==> config.mk <==
export PLATFORM = sky130hd
export DESIGN_NAME = rgb_sgen
export DESIGN_NICKNAME = d
export VERILOG_FILES = /design/src/rtl/rgb_sgen.sv
export SDC_FILE = /design/constraint.sdc
export NUM_CORES = 1
export LEC_CHECK = 0
export CELL_PAD_IN_SITES_DETAIL_PLACEMENT = 0
export CELL_PAD_IN_SITES_GLOBAL_PLACEMENT = 1
export CORE_MARGIN = 4
export CORE_UTILIZATION = 30
export DETAILED_ROUTE_END_ITERATION = 16
export PLACE_DENSITY_LB_ADDON = 0.1
export SETUP_SLACK_MARGIN = 0.5
export SLEW_MARGIN = 0
export SYNTH_ARGS = -nofsm -noshare
export SYNTH_HDL_FRONTEND = slang
export SYNTH_SLANG_ARGS = --single-unit
==> constraint.sdc <==
create_clock -name clk -period 7.2 [get_ports clk]
set_clock_uncertainty 0.1 [all_clocks]
set_input_delay 1.08 -clock clk [delete_from_list [all_inputs] [get_ports clk]]
set_output_delay 1.08 -clock clk [all_outputs]
set_load 0.01 [all_outputs]
==> src/rtl/rgb_sgen.sv <==
// rgb_sgen: WS2812-style serial RGB waveform generator (24-bit GRB words, MSB first, plus stream-reset lows).
// Define RGB_SGEN_AUTO_LATCH_EN to turn every idle gap after a word into a full stream reset.
module rgb_sgen #(
  parameter int T0H         = 38,
  parameter int T0L         = 82,
  parameter int T1H         = 77,
  parameter int T1L         = 43,
  parameter int RST_CLKS    = 5760,
  parameter int COUNTER_MAX = 7800
) (
  input  logic        clk,
  input  logic        rst,
  input  logic [23:0] in_word,
  input  logic        in_valid,
  input  logic        in_latch,
  output logic        out_ready,
  output logic        out_sig,
  output logic        out_busy,
  output logic        out_latch_done
);
  localparam int CW = $clog2(COUNTER_MAX + 1);
  typedef enum logic [1:0] {IDLE, HIGH, LOW, RESET} state_t;
  state_t         state;
  logic [CW-1:0]  cnt;
  logic [23:0]    sr;
  logic [4:0]     idx;
  logic           latch_pend;
  logic           last, boundary, accept;
  function automatic logic [CW-1:0] hi_len(input logic b);
    return b ? CW'(T1H - 1) : CW'(T0H - 1);
  endfunction
  function automatic logic [CW-1:0] lo_len(input logic b);
    return b ? CW'(T1L - 1) : CW'(T0L - 1);
  endfunction
  assign last           = cnt == '0;
  assign boundary       = state == IDLE || (state == LOW && last && idx == '0);
  assign out_ready      = boundary && !latch_pend && rst;
  assign accept         = in_valid && out_ready;
  assign out_busy       = state != IDLE;
  assign out_latch_done = state == RESET && last;
  // The counter holds "clocks remaining minus one" so a phase of N clocks ends when it reads zero.
  always_ff @(posedge clk or negedge rst) begin
    if (!rst) begin
      state      <= IDLE;
      cnt        <= '0;
      sr         <= '0;
      idx        <= '0;
      latch_pend <= 1'b0;
      out_sig    <= 1'b0;
    end else if (accept) begin
      state   <= HIGH;
      sr      <= in_word;
      idx     <= 5'd23;
      cnt     <= hi_len(in_word[23]);
      out_sig <= 1'b1;
      if (in_latch) latch_pend <= 1'b1;
    end else if (boundary && latch_pend) begin
      state      <= RESET;
      cnt        <= CW'(RST_CLKS - 1);
      out_sig    <= 1'b0;
      latch_pend <= 1'b0;
    end else begin
      if (in_latch && state != RESET) latch_pend <= 1'b1;
      case (state)
        IDLE: ;
        HIGH:
          if (last) begin
            state   <= LOW;
            cnt     <= lo_len(sr[23]);
            out_sig <= 1'b0;
          end else cnt <= cnt - 1'b1;
        LOW:
          if (last) begin
            if (idx == '0) begin
              state <= IDLE;
`ifdef RGB_SGEN_AUTO_LATCH_EN
              latch_pend <= 1'b1;
`else
`endif
            end else begin
              state   <= HIGH;
              sr      <= {sr[22:0], 1'b0};
              idx     <= idx - 1'b1;
              cnt     <= hi_len(sr[22]);
              out_sig <= 1'b1;
            end
          end else cnt <= cnt - 1'b1;
        RESET:
          if (last) state <= IDLE;
          else cnt <= cnt - 1'b1;
        default: state <= IDLE;
      endcase
    end
  end
endmodule

* Yosys cells after proc, flatten, opt, wreduce, memory -nomap -nowiden
Cells that the tools add are included.
** Cells by class
- $add $sub $neg :: 2
- Equality and inequality tests :: 13
- Muxes and demuxes :: 37
- Reduce and logical (&&, ||, !) cells :: 24
** Operators with widths (number)
- 2-to-1 mux 24 bit :: 5
- 2-to-1 mux 13 bit :: 6
- case mux 13 bit (3 select lines) :: 1
- 2-to-1 mux 5 bit :: 5
- 2-to-1 mux 7 bit :: 3
- zero test 13 bit :: 1
- subtractor 13 x 1 -> 13 bit (second input constant) :: 1
- != test 4 x 3 -> 1 bit (second input constant) :: 3
- AND reduction 4 bit :: 3
- 2-to-1 mux 1 bit :: 10
- 2-to-1 mux 2 bit :: 5
- logical AND 1 bit :: 8
- != test 2 bit (second input constant) :: 4
- != test 4 bit (second input constant) :: 2
- case mux 2 bit (3 select lines) :: 1
- nonzero test 2 bit :: 3
- zero test 5 bit :: 1
- != test 5 bit (second input constant) :: 1
- nonzero test 5 bit :: 1
- subtractor 5 x 1 -> 5 bit (second input constant) :: 1
- equality test 2 bit (second input constant) :: 2
- nonzero test 4 bit :: 1
- AND reduction 3 bit :: 1
- nonzero test 3 bit :: 1
- 6 further kinds :: 6
** Storage, ports and cells
- Input bits :: 28
- Output and inout port bits :: 4
- Flip-flop bits (word level) :: 46
- Logic and storage cells :: 82

* Logic depth before layout (Yosys ltp)
Gate-level depths: netlist of run 1.
- Depth in word-level cells :: 9
- Mapped depth :: 10
- Gate-level depth less buffers :: 7

* Least setup slack after synthesis of run 1
Ideal clock, no wire load.
- Path type :: reg2out
- Start point :: register cnt[0]
- End point :: output out_ready
- Required time :: 6.020 ns
- Slack :: 4.162 ns
- Data arrival time :: 1.858 ns
- Cell stages (with the launch flop) :: 7
- Path buffers :: 1
- Path through :: dfrtp_1 > inv_1 > ha_1 > buf_2 > nor4b_1 > a41oi_4 > nor4b_1
** Between the ends
- Cells in the longest elaborated chain, start to end :: 6
** Ends and longest elaborated chain
- start, declared :: RTL line 24 : logic [CW-1:0] cnt;
- start signal, assigned :: RTL line 54 : cnt <= hi_len(in_word[23]);
- start signal, assigned :: RTL line 59 : cnt <= CW'(RST_CLKS - 1);
- start signal, assigned :: RTL line 69 : cnt <= lo_len(sr[23]);
- zero test 13 bit :: RTL line 35 : assign last = cnt == '0;
- logical AND 1 bit (2 in a row) :: RTL line 36 : assign boundary = state == IDLE || (state == LOW && last && idx == '0);
- logical OR 1 bit :: RTL line 36
- logical AND 1 bit (2 in a row) :: RTL line 37 : assign out_ready = boundary && !latch_pend && rst;
- end, declared :: RTL line 16 : output logic out_ready,
No other way between the ends.

* Worst setup path after layout of run 1
Ends and elaborated chain as after synthesis.

==> results of run 1 <==
==> cells in the mapped netlist, types with 3 or more instances <==
| cell | number | area [µm²] |
|---|---|---|
| a21oi_1 | 11 | 55.1 |
| o31ai_1 | 3 | 22.5 |
| nand3_1 | 15 | 75.1 |
| xor2_1 | 3 | 26.3 |
| nand2_1 | 59 | 221 |
| ha_1 | 3 | 37.5 |
| nor2_1 | 30 | 113 |
| nor3_1 | 6 | 30.0 |
| dfrtp_1 | 46 | 1150 |
| inv_1 | 6 | 22.5 |
| a22oi_1 | 10 | 75.1 |
| o21ai_0 | 8 | 40.0 |
| o211ai_1 | 3 | 22.5 |
| o21ai_1 | 4 | 20.0 |
| buf_2 | 9 | 45.0 |
| clkbuf_1 | 6 | 22.5 |
| a31oi_1 | 16 | 100 |
| nor3b_1 | 3 | 22.5 |
| o22ai_1 | 4 | 25.0 |
==> layout make-up <==
| class | count | area (µm²) |
|---|---|---|
| Tap cell | 105 | 131 |
| Multi-Input combinational cell | 218 | 1280 |
| Timing Repair Buffer | 34 | 328 |
| Sequential cell | 46 | 1150 |
| Fill cell | 855 | 5220 |
| Clock inverter | 2 | 13.8 |
| Clock buffer | 6 | 72.6 |
| Inverter | 6 | 22.5 |
==> per-stage QoR <==
| stage | cell area (µm²) | std cells |
|---|---|---|
| finish | 3000 | 417 |
| global route | 3000 | 417 |
| CTS | 3000 | 417 |
| detailed placement | 2910 | 409 |
| global placement | 2910 | 409 |
| floorplan | 2530 | 286 |
==> critical path: stages (launching register included) <==
cell and delay (ns):
dfrtp_1 0.43, inv_1 0.10, ha_1 0.35, nor4b_1 0.50, a41oi_4 0.25, nor4b_1 0.34, clkdlybuf4s50_1 0.60
==> state kept, by name (all words and copies together) (netlist names) <==
| name | count |
|---|---|
| sr | 24 |
| cnt | 13 |
| idx | 5 |
| state | 2 |
| latch_pend | 1 |
| out_sig | 1 |
==> metal layers <==
metal  wire, µm  GRT usage, %  share of wire (%)
met3        242          2.36                3.6
met4        102          4.41                1.5
met5          0             0                  0
met2       3020          22.1                 45
met1       3300          19.9                 50
==> report_power, final <==
| part | switching [µW] | leakage (µW) | total, µW | internal (µW) |
|---|---|---|---|---|
| clock network | 93.4 | 0.0000452 | 162 | 68.8 |
| registers | 35.4 | 0.000514 | 316 | 280 |
| logic | 38.5 | 0.000661 | 79.9 | 41.4 |
==> final timing paths <==
path / start / to / slack, ns
setup / recovery: cnt[0] / out_ready / 3.15
hold / removal: sr[3] / sr[4] / 0.41
setup reg to reg: cnt[0] / sr[23] / 4.03
hold reg to reg: sr[3] / sr[4] / 0.41
max in group asynchronous: rst / cnt[10] / 5.60
min in group asynchronous: rst / cnt[7] / 0.63
==> cell families (layout without fill, tap and decap cells) <==
logic type / count (synthesis) / after routing / synth area share [%]
and+or+nand+nor: 133 / 133 / 25.8
AOI/OAI and AO/OA: 77 / 77 / 21.5
DFF: 46 / 46 / 45.5
buffers and inverters: 22 / 48 / 3.86
xor gates and xnor gates: 4 / 4 / 1.39
adders and majority gates: 3 / 3 / 1.48
muxes: 1 / 1 / 0.445
==> reports/qor.yml, run 1 <==
min_path:
  hold-path-cell-count: 2
  hp-class: "flip-flop to flip-flop"
power:
  total_power_uw: 558
  leakage_uw: 0.00122
  ir_worst_vdd_uv: 70.0
  powerDensity_nw_per_um2: 186
grt:
  first_global_vias: 2261
  antenna_found_initial: 0
  grt_pass1_wl_mm: 11.4
  grt_max_degree: 38
  grt_util_all_layers_pct: 14.1
  grt-ovfl-total: 0
worst_setup_path:
  rr_worst_depth: 7
  setup.worst_path.start_class: "flip-flop"
  crit_required_ns: 6.02
  worstPathArrival_ns: 2.87
  worstSetupEndpointType: "output pin"
  cp_max_fo: 9
  critPathKind: "flip-flop to output pin"
final_layout:
  drive_above_1_share_pct: 6.73
  syn_to_final_growth_pct: 18.6
  diodes: 0
  nets: 342
  fin_util_pct: 36.5
  final_cell_mix: "nand2_1, dfrtp_1, nor2_1, clkdlybuf4s50_1, a31oi_1"
  layout_commonest_cell: "nand2_1"
sta:
  period_share_pct: 56.3
  slew_viol_final: 0
  period_minus_slack_ns: 4.05
  rsz0062_at_grt: "false"
  hold_slack_ns: 0.405
  relSlewSlack_pct: 29.2
  fmax_mhz: 247
  setup_ws_ns: 3.15
  setup_tns_ns: 0
  setup_viol: 0
  worst_pin_slew_ns: 1.06
  finalHoldViolCount: 0
status:
  run_status: "completed"
yosys:
  synthCells: 286
  yosysUniqueCellTypes: 54
  ys_warn_count: 0
  syn_avg_cell_area_um2: 8.84
  synth_area_um2: 2530
  synth-edff-count: 0
  synth_nets: 317
  synth-main-ff-cell: "dfrtp_1"
  synth-seq-cells: 46
  ys_seq_area_share_pct: 45.5
  ys_async_sr_fraction_pct: 100
clock_tree:
  cts-resized-gates: 0
  numClockSinks: 46
  clockBufferDepth: 2
  path_clk_slew_ns: 0.09
  ctsRootBufferMaster: "clkbuf_8"
  cts_setup_buffers: 0
  clk_latency_ns: 0.30
  cts_tree: "yes"
  cts_made_buffers: 5
  hold_buffers: 0
  cts-htree-levels: 2
floorplanning:
  io_pins: 32
  start_util_pct: 30.8
  die_area_um2: 9960
  die_w_um: 99.8
  rows: 33
  core-area_um2: 8220
  die-height_um: 99.8
detailed_routing:
  vias_per_cell: 5.31
  vias: 2214
  first_pass_iters: 4
  post_drt_wl_per_cell_um: 16.0
  drt-initial-drc-count: 118
  antenna_left: 0
  remaining_drc_errors: 0
  wl_mm: 6.66
job:
  max_cap_violations: 0
placed_design:
  place_ws_ns: 3.09
  place_congestion: 0.797
  hpwl_mm: 4.53
  port_buffers: 31
Note: power is estimated with default switching activity, not from simulation.
==> run 2: changes to the inputs <==
Clock period 7.2 ns to 3.7 ns, I/O delays scaled along.
==> run 2 against run 1 <==
Net effect:
- wire length is 4.1% higher
- setup slack worse by 2.4 ns
- cell area is 3.5% higher
- sequential cell count stayed put
- largest power group unchanged
- highest routed layer unchanged
==> reports/qor.yml, run 2 (synthesis gave the netlist of run 1 again) <==
status:
  run_status: "completed"
worst_setup_path:
  crit_required_ns: 3.04
  crit_chain: "nor4_4 > nand4_2 > nor2_1 > clkdlybuf4s50_1"
  max_stage_delay_ns: 0.55
  setup.worst_path.start_class: "flip-flop"
  worstSetupEndpointType: "output pin"
  slowest_stage: "clkdlybuf4s50_1"
  critPathKind: "flip-flop to output pin"
  worstPathArrival_ns: 2.26
  cp_max_fo: 7
final_layout:
  diodes: 0
  ff_latch_area_um2: 1150
  nFillCells: 849
  largest_register_ffs: 24
  reg_top3: "sr (24), cnt (13), idx (5)"
  max_flop_register: "sr"
  layout_commonest_cell: "nand2_1"
  drive_above_1_share_pct: 9.75
  nets: 348
  final_cell_mix: "nand2_1, dfrtp_1, nor2_1"
  syn_to_final_growth_pct: 22.8
  fin_util_pct: 37.8
  multi_input_area_um2: 1310
power:
  pwr-share-clk_pct: 33.4
  powerDensity_nw_per_um2: 374
  p_comb_share_pct: 13.8
  intPower_uw: 834
  p_switching_uw: 328
  ir_worst_vdd_uv: 143
  seq_power_share_pct: 52.9
  leakage_uw: 0.00130
  p_sw_share_pct: 28.2
detailed_routing:
  antenna_left: 0
  remaining_drc_errors: 0
  drt-initial-drc-count: 80
  wl_mm: 6.93
  vias_per_cell: 5.25
  vias: 2220
  first_pass_iters: 4
  post_drt_wl_per_cell_um: 16.4
grt:
  grt_max_degree: 30
  grt_pass1_wl_mm: 11.4
  first_global_vias: 2201
  grt_use_met2_pct: 23.2
  grt_util_all_layers_pct: 14.4
  grt.met3_usage_pct: 2.71
  antenna_found_initial: 0
  busiest_layer: "met2"
  use_met1_pct: 19.5
  grt-ovfl-total: 0
clock_tree:
  cts-htree-levels: 2
  path_clk_slew_ns: 0.10
  cts_made_buffers: 5
  clk_latency_ns: 0.30
  cts_tree: "yes"
  ctsRootBufferMaster: "clkbuf_8"
  cts_setup_buffers: 0
  clockBufferDepth: 2
  numClockSinks: 46
placed_design:
  place_congestion: 0.831
  place_ws_ns: 0.646
  hpwl_mm: 4.79
  port_buffers: 31
sta:
  relSlewSlack_pct: 39.3
  rsz0062_at_grt: "false"
  period_share_pct: 78.7
  slew_viol_final: 0
  setup_tns_ns: 0
  setup_viol: 0
  finalHoldViolCount: 0
  fmax_mhz: 343
  worst_pin_slew_ns: 0.908
  period_minus_slack_ns: 2.91
  setup_ws_ns: 0.788
  hold_slack_ns: 0.179
job:
  max_cap_violations: 0
floorplanning:
  die_w_um: 99.8
  start_util_pct: 30.8
  io_pins: 32
  die-height_um: 99.8
  die_area_um2: 9960
  core-area_um2: 8220
  rows: 33
min_path:
  hp-class: "input pin to async pin"
run 2: changes by cell type in the layout (fill, tap and decap cells not counted):
cell             previous run  this run
ha_1                        3         2
nor4b_1                     2         0
buf_4                       3         9
inv_6                       0         1
clkdlybuf4s50_1            30        29
ha_2                        0         1
dlymetal6s2s_1              0         1
nor4b_4                     0         2
clkinv_4                    1         0
bufinv_16                   0         1
clkbuf_1                    1         0
run 2: per-layer routing:
layer | routed length, µm | vias to the layer above
met5 | 0 | -
li1 | - | 1102
met2 | 3270 | 43
met4 | 76 | 0
met3 | 252 | 6
met1 | 3330 | 1069
run 2: final timing paths:
check,start,end,slack [ns],cells past startpoint
setup / recovery,cnt[6],out_latch_done,0.79,4
hold / removal,rst,state[1],0.18,2
setup reg to reg,cnt[6],sr[23],1.15,7
hold reg to reg,sr[3],sr[4],0.40,2
max in group asynchronous,rst,sr[1],3.06,2
min in group clk,sr[3],sr[4],0.40,2
run 2: through the flow:
| step | instances | power, µW | cell area (µm²) |
|---|---|---|---|
| finish | 423 | 1160 | 3110 |
| global route | 423 | 1220 | 3110 |
| global placement | 415 | 783 | 2960 |
| detailed placement | 415 | 781 | 2960 |
| floorplan | 286 | 704 | 2530 |
| CTS | 423 | 1180 | 3100 |
run 2: area by class of cell:
type / count / area share (%)
Inverter: 6 / 0.725
Clock buffer: 5 / 2.22
Timing Repair Buffer: 40 / 12.1
Clock inverter: 3 / 1.41
Tap cell: 105 / 4.23
Sequential cell: 46 / 37.1
Multi-Input combinational cell: 218 / 42.3
run 2: power by group through the flow:
stage	Sequential (µW)	Combinational, µW	Clock [µW]
floorplan	606	97.7	0
global placement	618	164	0
detailed placement	620	162	0
CTS	612	163	405
global route	621	178	422
finish	614	160	388
run 2: repair_timing:
| action | in CTS | in global routing |
|---|---|---|
| endpoints found under the setup margin | 1 | 1 |
| hold buffers | 0 | 0 |
| gates resized for setup | 4 | 2 |
run 2: worst max-delay path, delay by kind of cell (launching register included):
kind | cells | cell delay [ns]
AND/OR/NAND/NOR | 3 | 0.93
buffers and inverters | 1 | 0.55
flip-flops | 1 | 0.48
